<file path="config.mk">
export PLATFORM = sky130hd
export DESIGN_NAME = xs3_decoder
export DESIGN_NICKNAME = d
export VERILOG_FILES = /design/src/rtl/xs3_decoder.sv
export SDC_FILE = /design/constraint.sdc
export NUM_CORES = 1
export LEC_CHECK = 0
export ABC_AREA = 1
export CORE_UTILIZATION = 45
export CTS_CLUSTER_SIZE = 24
export DETAILED_ROUTE_END_ITERATION = 10
export PLACE_DENSITY = 0.75
export SLEW_MARGIN = 20
export SYNTH_ARGS = -nofsm -noshare
export SYNTH_HDL_FRONTEND = slang
export SYNTH_SLANG_ARGS = --single-unit
</file>
<file path="constraint.sdc">
create_clock -name clk -period 3.7 [get_ports clk]
set_input_delay 0.74 -clock clk [delete_from_list [all_inputs] [get_ports clk]]
set_output_delay 0.74 -clock clk [all_outputs]
set_load 0.03 [all_outputs]
</file>
<file path="src/rtl/xs3_decoder.sv">
// Excess-3 digit stream decoder: strips the +3 bias, flags illegal codes and
// assembles up to DIGITS digits into one packed-BCD / binary frame result.
module xs3_decoder #(
  parameter int DIGITS = 4,
  parameter int BIN_W  = 14,
  parameter int CNT_W  = 3
) (
  input  logic                  clk,
  input  logic                  rst_n,
  input  logic                  in_valid,
  output logic                  in_ready,
  input  logic [3:0]            in_code,
  input  logic                  in_last,
  output logic                  out_valid,
  input  logic                  out_ready,
  output logic [4*DIGITS-1:0]   out_bcd,
  output logic [BIN_W-1:0]      out_bin,
  output logic [CNT_W-1:0]      out_count,
  output logic                  out_err
);

  typedef enum logic {ACC = 1'b0, OUT = 1'b1} state_t;

  state_t                state_q;
  logic                  in_ready_q;
  logic [4*DIGITS-1:0]   bcd_q, bcd_d;
  logic [BIN_W-1:0]      bin_q, bin_d;
  logic [CNT_W-1:0]      cnt_q, cnt_d;
  logic                  err_q;
  logic [3:0]            digit_d;
  logic                  illegal_d;
  logic                  close_d;
  logic                  accept;

  function automatic logic xs3_legal(input logic [3:0] c);
    return (c >= 4'd3) && (c <= 4'd12);
  endfunction

  function automatic logic [3:0] xs3_digit(input logic [3:0] c);
    return xs3_legal(c) ? (c - 4'd3) : 4'd0;
  endfunction

  assign accept = in_valid && in_ready_q;

  always_comb begin
    digit_d   = xs3_digit(in_code);
    illegal_d = !xs3_legal(in_code);
    bcd_d     = bcd_q << 4;
    bcd_d[3:0] = digit_d;
    // bin*10 + digit, wrapping modulo 2^BIN_W when undersized
    bin_d     = (bin_q << 3) + (bin_q << 1) + BIN_W'(digit_d);
    cnt_d     = cnt_q + CNT_W'(1);
    close_d   = in_last || (cnt_d == CNT_W'(DIGITS));
  end

  always_ff @(posedge clk) begin
    if (!rst_n) begin
      state_q    <= ACC;
      in_ready_q <= 1'b0;
      bcd_q      <= '0;
      bin_q      <= '0;
      cnt_q      <= '0;
      err_q      <= 1'b0;
    end else begin
      case (state_q)
        ACC: begin
          in_ready_q <= 1'b1;
          if (accept) begin
            bcd_q <= bcd_d;
            bin_q <= bin_d;
            cnt_q <= cnt_d;
            err_q <= err_q | illegal_d;
            if (close_d) begin
              state_q    <= OUT;
              in_ready_q <= 1'b0;
            end
          end
        end
        OUT: begin
          in_ready_q <= 1'b0;
          if (out_ready) begin
            bcd_q      <= '0;
            bin_q      <= '0;
            cnt_q      <= '0;
            err_q      <= 1'b0;
            state_q    <= ACC;
            in_ready_q <= 1'b1;
          end
        end
        default: begin
          state_q    <= ACC;
          in_ready_q <= 1'b0;
        end
      endcase
    end
  end

  assign in_ready  = in_ready_q;
  assign out_valid = (state_q == OUT);
  assign out_bcd   = bcd_q;
  assign out_bin   = bin_q;
  assign out_count = cnt_q;
  assign out_err   = err_q;

endmodule

</file>
Yosys cells after proc, flatten, opt, wreduce, memory -nomap -nowiden. Cells that the tools add are included.

Register bits after elaboration: 36. Output and inout bits: 36. Word-level logic and storage cells: 43.

$add $sub $neg: 4. Order comparisons: 2. Equal/unequal tests: 3. Muxes and demuxes: 21. Bitwise operators: 2. Reductions and logical operators: 5.

Operators with widths (count): 16-bit 2-to-1 mux (2); 16-bit one-hot mux with 2 select lines (1); 14-bit 2-to-1 mux (2); 14-bit one-hot mux with 2 select lines (1); 14-bit adder (1); 14-bit by 4-bit adder with 14-bit output (1); 1-bit 2-to-1 mux (8); 3-bit 2-to-1 mux (2); 1-bit one-hot mux with 2 select lines (3); 3-bit one-hot mux with 2 select lines (1); 4-bit by 2-bit >= comparator with 1-bit output (second input constant) (1); 4-bit less-or-equal comparator (second input constant) (1); 4-bit 2-to-1 mux (1); 2-bit != test (second input constant) (2); 4-bit by 2-bit subtractor with 4-bit output (second input constant) (1); 3-bit by 1-bit adder with 3-bit output (second input constant) (1); 3-bit equality test (second input constant) (1); 1-bit logical AND (2); 2-bit AND reduction (1); 1-bit logical NOT (1); 1-bit logical OR (1); 1-bit NOT (1); 1-bit OR (1).

Logic depth before layout (Yosys ltp).
Depth after elaboration: 6. Gate-level depth with buffers: 17. Depth with buffers taken out: 17.

Least setup slack after synthesis. No wires, ideal clock.

Kind: input to register. From: input in_code[0]. To: register bin_q[8] (netlist: out_bin[8]). Arrival time: 2799 ps. Required time: 3566 ps. Slack: 767 ps. Cell stages on the path: 13. Buffers on the path: 0. Cell sequence: ha_1 > o31ai_2 > a21oi_2 > fa_1 > fa_1 > nand2_1 > nand3_1 > nand2_1 > inv_2 > nand2_1 > nand3b_1 > nand3_1 > a21oi_1.

Longest elaborated chain between the ends: 6. Elaborated cells between the ends (all ways): 8. Those cells by class: add/sub (2); order compare (2); mux (3); reduce/logical (1).

Ends and longest elaborated chain: from (decl) (line 12) `input logic [3:0] in_code,`; 4-bit by 2-bit >= comparator with 1-bit output or 4-bit less-or-equal comparator (tied branches) (line 36) `return (c >= 4'd3) && (c <= 4'd12);`; 1-bit logical AND (line 36); 4-bit 2-to-1 mux (*) (line 40) `return xs3_legal(c) ? (c - 4'd3) : 4'd0;`; 14-bit by 4-bit adder with 14-bit output (*) (line 51) `bin_d = (bin_q << 3) + (bin_q << 1) + BIN_W'(digit_d);`; 14-bit 2-to-1 mux (*) (line 68) `if (accept) begin`; 14-bit one-hot mux with 2 select lines (*) (line 65) `case (state_q)`; to (signal assigned) (line 70) `bin_q <= bin_d;`; to (decl) (line 27) `logic [BIN_W-1:0] bin_q, bin_d;`.

Mark *: on every way between the ends. The rest lies on a longest branch, timed or not. The select of a mux whose other input is x is not followed. A chain may end at the register's enable or synchronous reset.

Final worst setup path. Ends and elaborated chain as after synthesis.

==> Flow_metrics.wiki <==
{| class="wikitable"
! Metric !! Value
|-
| Highest clock frequency the design can meet || 0.302 GHz
|-
| GRT busiest layer || met2
|-
| P_leak || 0.00127 uW
|-
| Relative slew margins || 0.530
|-
| Startpoint Class || input pin
|-
| First-pass GRT wire length || around 8000 um
|-
| Most common cell type on the critical path || sky130_fd_sc_hd__nand2_1
|-
| Most common cell in the netlist || sky130_fd_sc_hd__nand2_1
|-
| Gates resized, CTS repair || 0
|-
| Mux contribution to synthesized area || 0
|-
| Number of fill cells || about 440
|-
| Total number of clock tree sinks || 35
|-
| Vias in the first global route || ~1800
|-
| CTS max path bufs || 2
|-
| Count of input and output buffers || 44
|-
| Top cell types by occurrence after synthesis || 109 x sky130_fd_sc_hd__nand2_1, 38 x sky130_fd_sc_hd__a21oi_1, 35 x sky130_fd_sc_hd__dfxtp_1, 30 x sky130_fd_sc_hd__inv_1, 26 x sky130_fd_sc_hd__ha_1
|-
| Horiz. Die Dim || between 70 and 80 um
|-
| Placer Congestion || just under 0.9
|-
| CP cell instances || clkdlybuf4s50_1 -> ha_1 -> o31ai_2 -> a21oi_1 -> ha_1 -> ha_1 -> fa_1 -> nand2_1 -> nand3_1 -> nand2_1 -> inv_2 -> nand2_1 -> nand2_1 -> nand2_1 -> nand3_1 -> a21oi_1
|-
| Library cell contributing the largest single delay on the critical path || sky130_fd_sc_hd__clkdlybuf4s50_1
|-
| Gr usage total || 0.198
|-
| Synth Area in Compound Gates || 0.126
|-
| Xor and xnor area share after synthesis || 0.00398
|-
| Row count || 25
|-
| Detailed-route DRC error count || 0
|-
| CTS tree || done
|-
| Post-detailed-route count of antenna-violating nets || 0
|-
| Arrival time of data at the critical path endpoint || approximately 3.5 ns
|-
| Detailed-route vias per instance || slightly below 5
|-
| Post-Route Setup TNS || 0 ns
|-
| Mean cell area of the mapped netlist || 7.04 um2
|-
| Skew-Pair Late Insertion Delay || 0.29 ns
|-
| Fin. max-slew vios || 0
|-
| Path type of the worst min-delay path || register to register
|-
| Biggest area contributors in the synthesized netlist || sky130_fd_sc_hd__dfxtp_1 32%, sky130_fd_sc_hd__nand2_1 19%, sky130_fd_sc_hd__ha_1 15%
|-
| Die Y || a little over 70 um
|-
| Number of setup buffers added after CTS || 0
|-
| Setup repair after global routing missed its margin || false
|-
| Number of distinct library cells after synthesis || 29
|-
| Bufs and invs on worst path || 2
|-
| Post-synthesis async set-or-reset flop share || 0
|-
| Routed Wire Length || approximately 4800 um
|-
| Sequential element share of the synthesized area || 0.318
|-
| Count of yosys warnings during synthesis || 0
|-
| Grt met2 use || 0.334
|-
| Crit. End Element || register
|-
| Commonest register cell after synthesis || sky130_fd_sc_hd__dfxtp_1
|-
| Fraction of the mapped netlist area in simple logic gates || 0.299
|-
| Net Count, Synth || 350
|-
| Delay of the slowest critical-path stage || about 0.44 ns
|-
| Via count || just over 2000
|-
| Largest clock skew in the final design || about 0.0058 ns
|-
| WL per Instance || between 10 and 15 um
|-
| Utilization after layout || 0.589
|-
| Area fraction of the dominant cell type after synthesis || 0.318
|-
| Global routing met3 resource utilization || 0.0528
|-
| Largest area contributor in the netlist || sky130_fd_sc_hd__dfxtp_1
|-
| Core region area || 4720 um2
|-
| Min cycle time layout || 3.31 ns
|-
| Length of the first detailed-routing pass in iterations || 4
|-
| Number of enable flip-flop cells after synthesis || 0
|-
| Mapped Cells || 313
|-
| Number of antenna violations at the first check in global routing || 0
|-
| Yosys reg bits || 35
|-
| Global route overflow || 0
|-
| Final setup violation count || 0
|-
| Io pins || 45
|-
| Total power per unit cell area || between 300 and 400 nW/um2
|-
| CP top delay family || adder cells
|-
| Maximum number of pins on one net before global-route repair || 33
|-
| Max-cap violation count || 0
|-
| Required time at the endpoint of the critical path || 3.93 ns
|-
| Synthesized-area fraction occupied by adder cells || 0.166
|-
| Final hold violations || 0
|-
| Outcome || finished clean
|-
| Root Driver || sky130_fd_sc_hd__clkbuf_8
|-
| Violation count after the first detailed-routing iteration || 126
|-
| Number of hold buffers added after CTS || 0
|-
| CTS Buf Count || 5
|-
| Pin slew with the least headroom to its limit || roughly 0.7 ns
|-
| Critical Setup Path Class || input pin to register
|-
| Layout overhead on the synthesized area || 26.4%
|-
| Dpl hpwl || about 3600 um
|-
| Maximum VDD drop || about 0.26 mV
|-
| Layout cell share with drive strength beyond 1 || 0.0562
|-
| Number of antenna cells inserted || 0
|-
| Depth of the CTS H-tree || 2
|-
| Clock-pin slew of the registers on the worst-case setup and hold paths || ~0.080 ns
|-
| Biggest fanout along the worst timing path || 5
|-
| Syn Std Cell Area || approximately 2200 um2
|-
| Total Die Area || between 5000 and 6000 um2
|-
| Dominant combinational cell family by area after synthesis || simple AND/OR/NAND/NOR gates
|-
| Met1 Resource Use GR || 0.246
|-
| Period utilization || 0.894
|-
| Final Net Count || 392
|-
| Starting density of the core || 0.466
|}
==> area by class of cell <==
cell class                      instances  area, um2  share of cell area
Sequential cell                        35        701               0.252
Clock inverter                          3       43.8              0.0157
Inverter                               34        128              0.0458
Clock buffer                            5       68.8              0.0247
Timing Repair Buffer                   45        448               0.161
Multi-Input combinational cell        234       1310               0.471
Tap cell                               67       83.8              0.0301
==> routing by layer <==
metal | routed length, um | share of wire
met1 | 2320 | 0.48
met2 | 2250 | 0.47
met3 | 183 | 0.038
met4 | 79 | 0.016
met5 | 0 | 0
==> flip-flops by register name (all words and copies together), names as in the netlist <==
name,count
out_count,3
out_bcd,16
out_valid,1
in_ready,1
out_err,1
out_bin,13
==> tightest hold or removal path, stage by stage (launching register included) <==
cell,delay [ns]
sky130_fd_sc_hd__dfxtp_1,0.31
sky130_fd_sc_hd__nand2_1,0.06
sky130_fd_sc_hd__a21oi_1,0.05
==> final timing paths <==
kind / start / end / slack [ns] / cells after the start
hold / removal: out_bcd[13] / out_bcd[13] / 0.47 / 2
hold reg to reg: out_bcd[13] / out_bcd[13] / 0.47 / 2
setup reg to reg: out_bcd[0] / out_bin[8] / 1.52 / 11
setup / recovery: in_code[0] / out_bin[8] / 0.39 / 16
==> layout by cell type (no fill, tap or decap) <==
cell	instances
sky130_fd_sc_hd__nor2_4	1
sky130_fd_sc_hd__ha_1	26
sky130_fd_sc_hd__bufinv_16	1
sky130_fd_sc_hd__or2_2	2
sky130_fd_sc_hd__a21oi_1	38
sky130_fd_sc_hd__buf_4	1
sky130_fd_sc_hd__inv_1	30
sky130_fd_sc_hd__a21oi_2	3
sky130_fd_sc_hd__nor3_1	1
sky130_fd_sc_hd__xnor2_1	1
sky130_fd_sc_hd__o21ai_0	3
sky130_fd_sc_hd__nor2_1	15
sky130_fd_sc_hd__clkinv_1	1
sky130_fd_sc_hd__a21o_1	1
sky130_fd_sc_hd__nand3_4	1
sky130_fd_sc_hd__or2_0	2
sky130_fd_sc_hd__nand3_1	16
sky130_fd_sc_hd__clkinv_2	1
sky130_fd_sc_hd__o22ai_1	1
sky130_fd_sc_hd__o21bai_1	2
sky130_fd_sc_hd__clkbuf_8	5
sky130_fd_sc_hd__inv_2	3
sky130_fd_sc_hd__nand4_1	4
sky130_fd_sc_hd__o31ai_2	1
sky130_fd_sc_hd__clkinv_4	1
sky130_fd_sc_hd__fa_1	2
sky130_fd_sc_hd__nand2_1	109
sky130_fd_sc_hd__dfxtp_1	35
sky130_fd_sc_hd__o21ai_1	1
sky130_fd_sc_hd__clkdlybuf4s50_1	44
sky130_fd_sc_hd__nand3b_1	4
==> stage by stage <==
stage / hold WS (ns) / std cells / worst slack, ns / cell area, um2 / total power [uW]
floorplan: 0.585 / 313 / 0.767 / 2200 / 488
CTS: 0.469 / 423 / 0.404 / 2780 / 877
detailed placement: 0.457 / 415 / 0.108 / 2670 / 528
finish: 0.466 / 423 / 0.392 / 2780 / 869
global route: 0.493 / 423 / 0.190 / 2780 / 907
global placement: 0.454 / 415 / 0.160 / 2670 / 527
==> power by group <==
| group | internal [uW] | switching, uW | leakage, uW |
|---|---|---|---|
| Clock | 201 | 150 | 0.0000581 |
| Combinational | 48.2 | 75.6 | 0.000931 |
| Sequential | 385 | 9.69 | 0.000283 |
| Total | 634 | 235 | 0.00127 |
==> cells by family (layout without fill, tap and decap cells) <==
group	after synthesis	after routing
adder cells (fa/ha/maj)	28	28
buffers and inverters	44	87
flip-flops	35	35
AO/OA/AOI/OAI	50	50
XOR/XNOR	1	1
AND/OR/NAND/NOR	155	155
Power figures use the tool's default switching activity.
